`src/rtl/mode_pkg.sv`:
```
// mode_pkg: width helpers and the home mode index.
// Shared by the sequencer, its debouncer and its bus interface.
package mode_pkg;

    localparam int unsigned MODE_HOME = 0;

    function automatic int unsigned clog2(input int unsigned n);
        int unsigned v;
        int unsigned r;
        r = 0;
        v = (n > 0) ? n - 1 : 0;
        while (v != 0) begin
            r++;
            v = v >> 1;
        end
        return r;
    endfunction

    function automatic int unsigned mode_w(input int unsigned n);
        return (clog2(n) < 1) ? 1 : clog2(n);
    endfunction

    function automatic int unsigned cnt_w(input int unsigned max);
        return mode_w(max + 1);
    endfunction

endpackage

```
`src/rtl/mode_sequencer_if.sv`:
```
// mode_sequencer_if: board-side button, per-mode buses and muxed outputs.
// master drives button/mode buses, slave is the sequencer.
interface mode_sequencer_if
    import mode_pkg::*;
#(
    parameter int unsigned NUM_MODES = 3,
    parameter int unsigned SEG_W     = 64,
    parameter int unsigned LED_W     = 16,
    parameter int unsigned MW        = mode_w(NUM_MODES)
);
    logic                       mode_btn;
    logic [NUM_MODES*SEG_W-1:0] seg_in;
    logic [NUM_MODES*LED_W-1:0] led_in;
    logic [NUM_MODES-1:0]       beep_in;
    logic [MW-1:0]              mode;
    logic [NUM_MODES-1:0]       mode_oh;
    logic [NUM_MODES-1:0]       sub_rst;
    logic [SEG_W-1:0]           seg_out;
    logic [LED_W-1:0]           led_out;
    logic                       beep_out;

    modport master (
        output mode_btn, seg_in, led_in, beep_in,
        input  mode, mode_oh, sub_rst,
        input  seg_out, led_out, beep_out
    );

    modport slave (
        input  mode_btn, seg_in, led_in, beep_in,
        output mode, mode_oh, sub_rst,
        output seg_out, led_out, beep_out
    );
endinterface

```
`src/rtl/mode_sequencer_btn_debounce.sv`:
```
// btn_debounce: 2-flop synchroniser plus stable-level counter.
// A level is accepted after DEB_CYCLES consecutive differing samples.
module btn_debounce
    import mode_pkg::*;
#(
    parameter int unsigned DEB_CYCLES = 20000
) (
    input  logic clk,
    input  logic rst,
    input  logic i_btn,
    output logic o_stable,
    output logic o_rise,
    output logic o_fall
);
    localparam int unsigned CW = cnt_w(DEB_CYCLES);

    logic          r_s1;
    logic          r_s2;
    logic          r_stable;
    logic          r_rise;
    logic          r_fall;
    logic [CW-1:0] r_cnt;

    // Synchronise, count mismatching samples, accept and pulse on a new level.
    always_ff @(posedge clk) begin
        if (rst) begin
            r_s1     <= 1'b0;
            r_s2     <= 1'b0;
            r_stable <= 1'b0;
            r_rise   <= 1'b0;
            r_fall   <= 1'b0;
            r_cnt    <= '0;
        end else begin
            r_s1   <= i_btn;
            r_s2   <= r_s1;
            r_rise <= 1'b0;
            r_fall <= 1'b0;
            if (r_s2 == r_stable) begin
                r_cnt <= '0;
            end else if (r_cnt == CW'(DEB_CYCLES - 1)) begin
                r_cnt    <= '0;
                r_stable <= r_s2;
                r_rise   <= r_s2;
                r_fall   <= ~r_s2;
            end else begin
                r_cnt <= r_cnt + 1'b1;
            end
        end
    end

    assign o_stable = r_stable;
    assign o_rise   = r_rise;
    assign o_fall   = r_fall;
endmodule

```
`src/rtl/mode_sequencer.sv`:
```
// mode_sequencer: button-driven mode cycler with blanking and output mux.
// MODE_LONGPRESS_EN: advance on short release, long press jumps home.
module mode_sequencer
    import mode_pkg::*;
#(
    parameter int unsigned NUM_MODES   = 3,
    parameter int unsigned SEG_W       = 64,
    parameter int unsigned LED_W       = 16,
    parameter int unsigned DEB_CYCLES  = 20000,
    parameter int unsigned RST_HOLD    = 8,
    parameter int unsigned LONG_CYCLES = 2000000
) (
    input  logic            clk,
    input  logic            rst,
    mode_sequencer_if.slave bus
);
    localparam int unsigned MW = mode_w(NUM_MODES);
    localparam int unsigned HW = cnt_w(RST_HOLD);

    logic [MW-1:0]        r_mode;
    logic [HW-1:0]        r_hold;
    logic [SEG_W-1:0]     r_seg;
    logic [LED_W-1:0]     r_led;
    logic                 r_beep;
    logic [SEG_W-1:0]     w_seg;
    logic [LED_W-1:0]     w_led;
    logic                 w_beep;
    logic [NUM_MODES-1:0] w_oh;
    logic                 w_stable;
    logic                 w_rise;
    logic                 w_fall;
    logic                 w_adv;
    logic                 w_home;
    logic                 w_blank;
    logic                 w_last;

    btn_debounce #(
        .DEB_CYCLES(DEB_CYCLES)
    ) u_deb (
        .clk     (clk),
        .rst     (rst),
        .i_btn   (bus.mode_btn),
        .o_stable(w_stable),
        .o_rise  (w_rise),
        .o_fall  (w_fall)
    );

`ifdef MODE_LONGPRESS_EN
    localparam int unsigned PW = cnt_w(LONG_CYCLES);

    logic [PW-1:0] r_press;
    logic          r_ldone;
    logic          w_unused;

    assign w_home   = w_stable && (r_press == PW'(LONG_CYCLES - 1));
    assign w_adv    = w_fall && !r_ldone && !w_home;
    assign w_unused = w_rise;

    // Time the held press (saturating) and remember a long press until release.
    always_ff @(posedge clk) begin
        if (rst) begin
            r_press <= '0;
            r_ldone <= 1'b0;
        end else begin
            if (!w_stable) begin
                r_press <= '0;
            end else if (r_press != PW'(LONG_CYCLES)) begin
                r_press <= r_press + 1'b1;
            end
            if (w_fall) begin
                r_ldone <= 1'b0;
            end else if (w_home) begin
                r_ldone <= 1'b1;
            end
        end
    end
`else
    logic w_unused;

    assign w_home   = 1'b0;
    assign w_adv    = w_rise;
    assign w_unused = w_stable ^ w_fall ^ (LONG_CYCLES == 0);
`endif

    assign w_last  = (r_mode == MW'(NUM_MODES - 1));
    assign w_blank = (r_hold != '0);

    // Mode register and blanking counter; events during blanking are dropped.
    always_ff @(posedge clk) begin
        if (rst) begin
            r_mode <= MW'(MODE_HOME);
            r_hold <= HW'(RST_HOLD);
        end else if (w_home) begin
            r_mode <= MW'(MODE_HOME);
            r_hold <= HW'(RST_HOLD);
        end else if (w_blank) begin
            r_hold <= r_hold - 1'b1;
        end else if (w_adv) begin
            r_mode <= w_last ? MW'(MODE_HOME) : r_mode + 1'b1;
            r_hold <= HW'(RST_HOLD);
        end
    end

    // Select the active mode's slice and build the one-hot.
    always_comb begin
        w_seg  = '0;
        w_led  = '0;
        w_beep = 1'b0;
        w_oh   = '0;
        for (int m = 0; m < NUM_MODES; m++) begin
            if (r_mode == MW'(m)) begin
                w_seg   = bus.seg_in[m*SEG_W +: SEG_W];
                w_led   = bus.led_in[m*LED_W +: LED_W];
                w_beep  = bus.beep_in[m];
                w_oh[m] = 1'b1;
            end
        end
    end

    // Register the selected slice so no input reaches an output combinationally.
    always_ff @(posedge clk) begin
        if (rst) begin
            r_seg  <= '0;
            r_led  <= '0;
            r_beep <= 1'b0;
        end else begin
            r_seg  <= w_seg;
            r_led  <= w_led;
            r_beep <= w_beep;
        end
    end

    assign bus.mode     = r_mode;
    assign bus.mode_oh  = w_oh;
    assign bus.sub_rst  = w_blank ? '1 : ~w_oh;
    assign bus.seg_out  = w_blank ? '0 : r_seg;
    assign bus.led_out  = w_blank ? '0 : r_led;
    assign bus.beep_out = w_blank ? 1'b0 : r_beep;
endmodule
```
`src/flat_wrapper.sv`:
```
// flat-port wrapper written by rule: the top's interface ports become plain ports
module mode_sequencer_flat import mode_pkg::*;
#(
    parameter int unsigned NUM_MODES   = 3,
    parameter int unsigned SEG_W       = 64,
    parameter int unsigned LED_W       = 16,
    parameter int unsigned DEB_CYCLES  = 20000,
    parameter int unsigned RST_HOLD    = 8,
    parameter int unsigned LONG_CYCLES = 2000000
)
  (clk, rst, bus_mode_btn, bus_seg_in, bus_led_in, bus_beep_in, bus_mode, bus_mode_oh, bus_sub_rst, bus_seg_out, bus_led_out, bus_beep_out);
  mode_sequencer_if #(.NUM_MODES(NUM_MODES), .SEG_W(SEG_W), .LED_W(LED_W)) bus_i ();
  input  logic clk;
  input  logic rst;
  input wire logic [$bits(bus_i.mode_btn)-1:0] bus_mode_btn;
  input wire logic [$bits(bus_i.seg_in)-1:0] bus_seg_in;
  input wire logic [$bits(bus_i.led_in)-1:0] bus_led_in;
  input wire logic [$bits(bus_i.beep_in)-1:0] bus_beep_in;
  output wire logic [$bits(bus_i.mode)-1:0] bus_mode;
  output wire logic [$bits(bus_i.mode_oh)-1:0] bus_mode_oh;
  output wire logic [$bits(bus_i.sub_rst)-1:0] bus_sub_rst;
  output wire logic [$bits(bus_i.seg_out)-1:0] bus_seg_out;
  output wire logic [$bits(bus_i.led_out)-1:0] bus_led_out;
  output wire logic [$bits(bus_i.beep_out)-1:0] bus_beep_out;
  assign bus_i.mode_btn = bus_mode_btn;
  assign bus_i.seg_in = bus_seg_in;
  assign bus_i.led_in = bus_led_in;
  assign bus_i.beep_in = bus_beep_in;
  assign bus_mode = bus_i.mode;
  assign bus_mode_oh = bus_i.mode_oh;
  assign bus_sub_rst = bus_i.sub_rst;
  assign bus_seg_out = bus_i.seg_out;
  assign bus_led_out = bus_i.led_out;
  assign bus_beep_out = bus_i.beep_out;
  mode_sequencer #(.NUM_MODES(NUM_MODES), .SEG_W(SEG_W), .LED_W(LED_W), .DEB_CYCLES(DEB_CYCLES), .RST_HOLD(RST_HOLD), .LONG_CYCLES(LONG_CYCLES)) u_core (.clk(clk), .rst(rst), .bus(bus_i));
endmodule
```
`config.mk`:
```
export PLATFORM = sky130hd
export DESIGN_NAME = mode_sequencer_flat
export DESIGN_NICKNAME = d
export VERILOG_FILES = /design/src/rtl/mode_pkg.sv /design/src/rtl/mode_sequencer_if.sv /design/src/rtl/mode_sequencer_btn_debounce.sv /design/src/rtl/mode_sequencer.sv /design/src/flat_wrapper.sv
export SDC_FILE = /design/constraint.sdc
export NUM_CORES = 1
export LEC_CHECK = 0
export CORE_AREA = 2 2 130 132
export DETAILED_ROUTE_END_ITERATION = 7
export DIE_AREA = 0 0 132 134
export GPL_TIMING_DRIVEN = 0
export PLACE_DENSITY = 0.73
export SYNTH_ARGS = -nofsm -noshare
export SYNTH_HDL_FRONTEND = slang
export SYNTH_SLANG_ARGS = --single-unit
```
`constraint.sdc`:
```
create_clock -name clk -period 1.75 [get_ports clk]
set_input_delay 0.525 -clock clk [delete_from_list [all_inputs] [get_ports clk]]
set_output_delay 0.525 -clock clk [all_outputs]
set_load 0.005 [all_outputs]
```
==> qor.csv <==
metric,value,unit
status,finished with violations,
violated checks,setup timing,
worst skew pair latency,0.35,ns
total global-route track usage,0.218,
most frequent cells in the layout,"244 x clkdlybuf4s50_1, 180 x nor2_1, 102 x dfxtp_1, 85 x a21oi_1, 82 x mux2i_1",
Row Count,47,
Worst slew margin,0.557,
Placed Cells,1202,
cell taking the most area after synthesis,dfxtp_1,
Core ar.,16300,sq um
"Hold Vio Cnt, Final",0,
Fill cells,1516,
num ports,335,
Syn Area/Cell,8.12,sq um
grt ovf,0,
diode count,0,
synth top area cells,"dfxtp_1 40%, mux2i_1 16%, nor2_1 13%, and2_1 9.6%, a21oi_1 8.1%",
RSZ-0062 raised after global routing,yes,
"Seq/Total Area, Yosys",0.402,
Worst setup SP type,flip-flop,
Non-Filler Instances,1259,
Final Max Slew Viols,0,
DRC Markers,0,
Routed WL,19500,um
WP data required,1.22,ns
post-DP HPWL,15200,um
maximum VDD drop,0.473,mV
register bit total from synthesis,106,
"Warnings, synthesis",0,
"commonest non-fill, non-tap cell in the layout",clkdlybuf4s50_1,
routed len/inst,15.5,um
Die Height,134,um
minimum clock period after layout,2.27,ns
total design power,6390,uW
pin count of the biggest net entering global routing,19,
CTS H-Tree Depth,3,
Vias,5693,
CTS Hold Buffers Added,0,
CTS sink count,106,
Post-Syn Area,5270,sq um
DR pass1 iterations,4,
Worst-path clk slew,0.07,ns
initial core utilization,0.324,
Post-Syn Instances,649,
PD cells,652,nW/um^2
synth unique cells,30,
die area,17700,sq um
TritonCTS buffer count,9,
Slew @ Worst Pin,0.664,ns
Total Nets Final,1281,
CTS tree,done,
crit share post-route,1.30,
clk_skew,0.00712,ns
Longest Clk Path Bufs,2,
area fraction of the dominant cell type after synthesis,0.402,
crit-path max FO,8,
DR vias/cell,4.52,
vias in the first global route,5819,
root buf cell,clkbuf_16,
layout cells sized above 1,0.233,
IO Port Bufs,333,
antenna-violating nets left,0,
syn_nets,896,
endpoints failing setup,85,
max cap viols,0,
WS Path Type,reg2out,
1st-iter DRT viols,214,
Worst Hold Class,reg2reg,
Die Wd,132,um
Setup crit end kind,output pin,
WP data arrival,1.75,ns
Final WS setup,-0.522,ns
routability cong.,0.886,
antenna violations before repair,0,
P_leak,0.00405,uW
Area Overhead vs Synth,85.9,%
Max Fclk,440,MHz
global-route wire length before repair,30200,um
-- worst max-delay path, cell delays in order, from the launching register on --
cell and delay (ns):
dfxtp_4 0.35, nor4_4 0.27, buf_6 0.19, buf_8 0.12, buf_8 0.12, buf_6 0.12, and2_4 0.14, buf_6 0.09
-- worst paths after layout --
check	startpoint	endpoint	slack [ns]	cells after the start
setup reg to reg	u_core.bus.mode[0]$_SDFFE_PP0P_	u_core.r_seg[25]$_SDFF_PP0_	0.13	8
hold reg to reg	u_core.u_deb.r_s1$_SDFF_PP0_	u_core.u_deb.r_s2$_SDFF_PP0_	0.45	1
setup / recovery	u_core.r_hold[3]$_SDFFE_PP1P_	bus_seg_out[43]	-0.52	7
hold / removal	u_core.u_deb.r_s1$_SDFF_PP0_	u_core.u_deb.r_s2$_SDFF_PP0_	0.45	1
-- cell type report --
class	instances	area (sq um)	share of cell area
flip-flops and latches	106	2130	0.218
multi-input cells	489	3020	0.309
plain buffers	48	370	0.0378
well taps	220	275	0.0281
inverters	3	11.3	0.00115
repair buffers	377	3690	0.376
clock buffers	11	253	0.0258
clock inverters	5	45.0	0.00460
-- report_power, final --
group          total (uW)  switching, uW  internal [uW]
clock                2000            941           1060
sequential           2590           54.1           2530
combinational        1800            598           1200
-- cell families (layout without fill, tap and decap cells) --
logic type	Yosys count	count (layout)	share of synthesized area
AO/OA/AOI/OAI	88	88	0.0840
AND/OR/NAND/NOR	304	304	0.279
multiplexers	82	82	0.156
XOR/XNOR	14	14	0.0233
buffers and inverters	54	444	0.0534
flip-flops	106	106	0.402
adder cells (fa/ha/maj)	1	1	0.00237
-- metrics by stage --
stage / util / setup slack (ns) / hold WS (ns) / area [sq um] / TNS, ns
final: 0.602 / -0.522 / 0.446 / 9800 / -37.88
after global routing: 0.602 / -0.603 / 0.462 / 9800 / -44.10
after CTS: 0.594 / -0.568 / 0.448 / 9670 / -39.09
after detailed placement: 0.545 / -0.836 / 0.429 / 8880 / -65.56
after global placement: 0.545 / -0.801 / 0.420 / 8880 / -61.29
after floorplan: - / 0.0940 / 0.414 / 5270 / 0
-- per-layer routing --
metal,wire length [um],part of all wire,GRT usage
met1,7590,0.39,0.241
met2,10200,0.52,0.400
met3,1110,0.057,0.0612
met4,605,0.031,0.0761
met5,0,0,0
-- timing repair --
action | CTS | global route
gates resized for setup | 490 | 32
cloned | 3 | 0
pin swaps | 60 | 6
setup buffers | 32 | 9
endpoints found under the setup margin | 89 | 115
-- cells in the mapped netlist --
library cell / instances
buf_6: 4
nor3_1: 5
buf_2: 14
o211ai_1: 1
ha_1: 1
a21oi_1: 85
xor2_1: 8
and4_1: 3
dfxtp_1: 106
and2_1: 81
nand3_1: 6
nor2b_1: 4
nor4_2: 1
and3_1: 1
nor2_1: 181
buf_1: 4
mux2i_1: 82
nand4_4: 1
nand3_2: 1
inv_1: 3
buf_4: 8
clkbuf_1: 20
nand2_1: 13
nor4b_2: 2
nor4b_1: 1
nand4_1: 3
xnor2_1: 6
clkbuf_2: 1
o21ai_0: 2
nor4_4: 1
-- flip-flops by register name, summed over array words and instances (netlist names) --
name,flops
u_core.u_deb.r_s1,1
u_core.r_beep,1
u_core.r_hold,4
u_core.bus.mode,2
u_core.r_seg,64
u_core.u_deb.o_stable,1
u_core.u_deb.r_cnt,15
u_core.u_deb.r_s2,1
u_core.r_led,16
u_core.u_deb.o_rise,1
No activity file was read; power rests on OpenSTA's default activity.
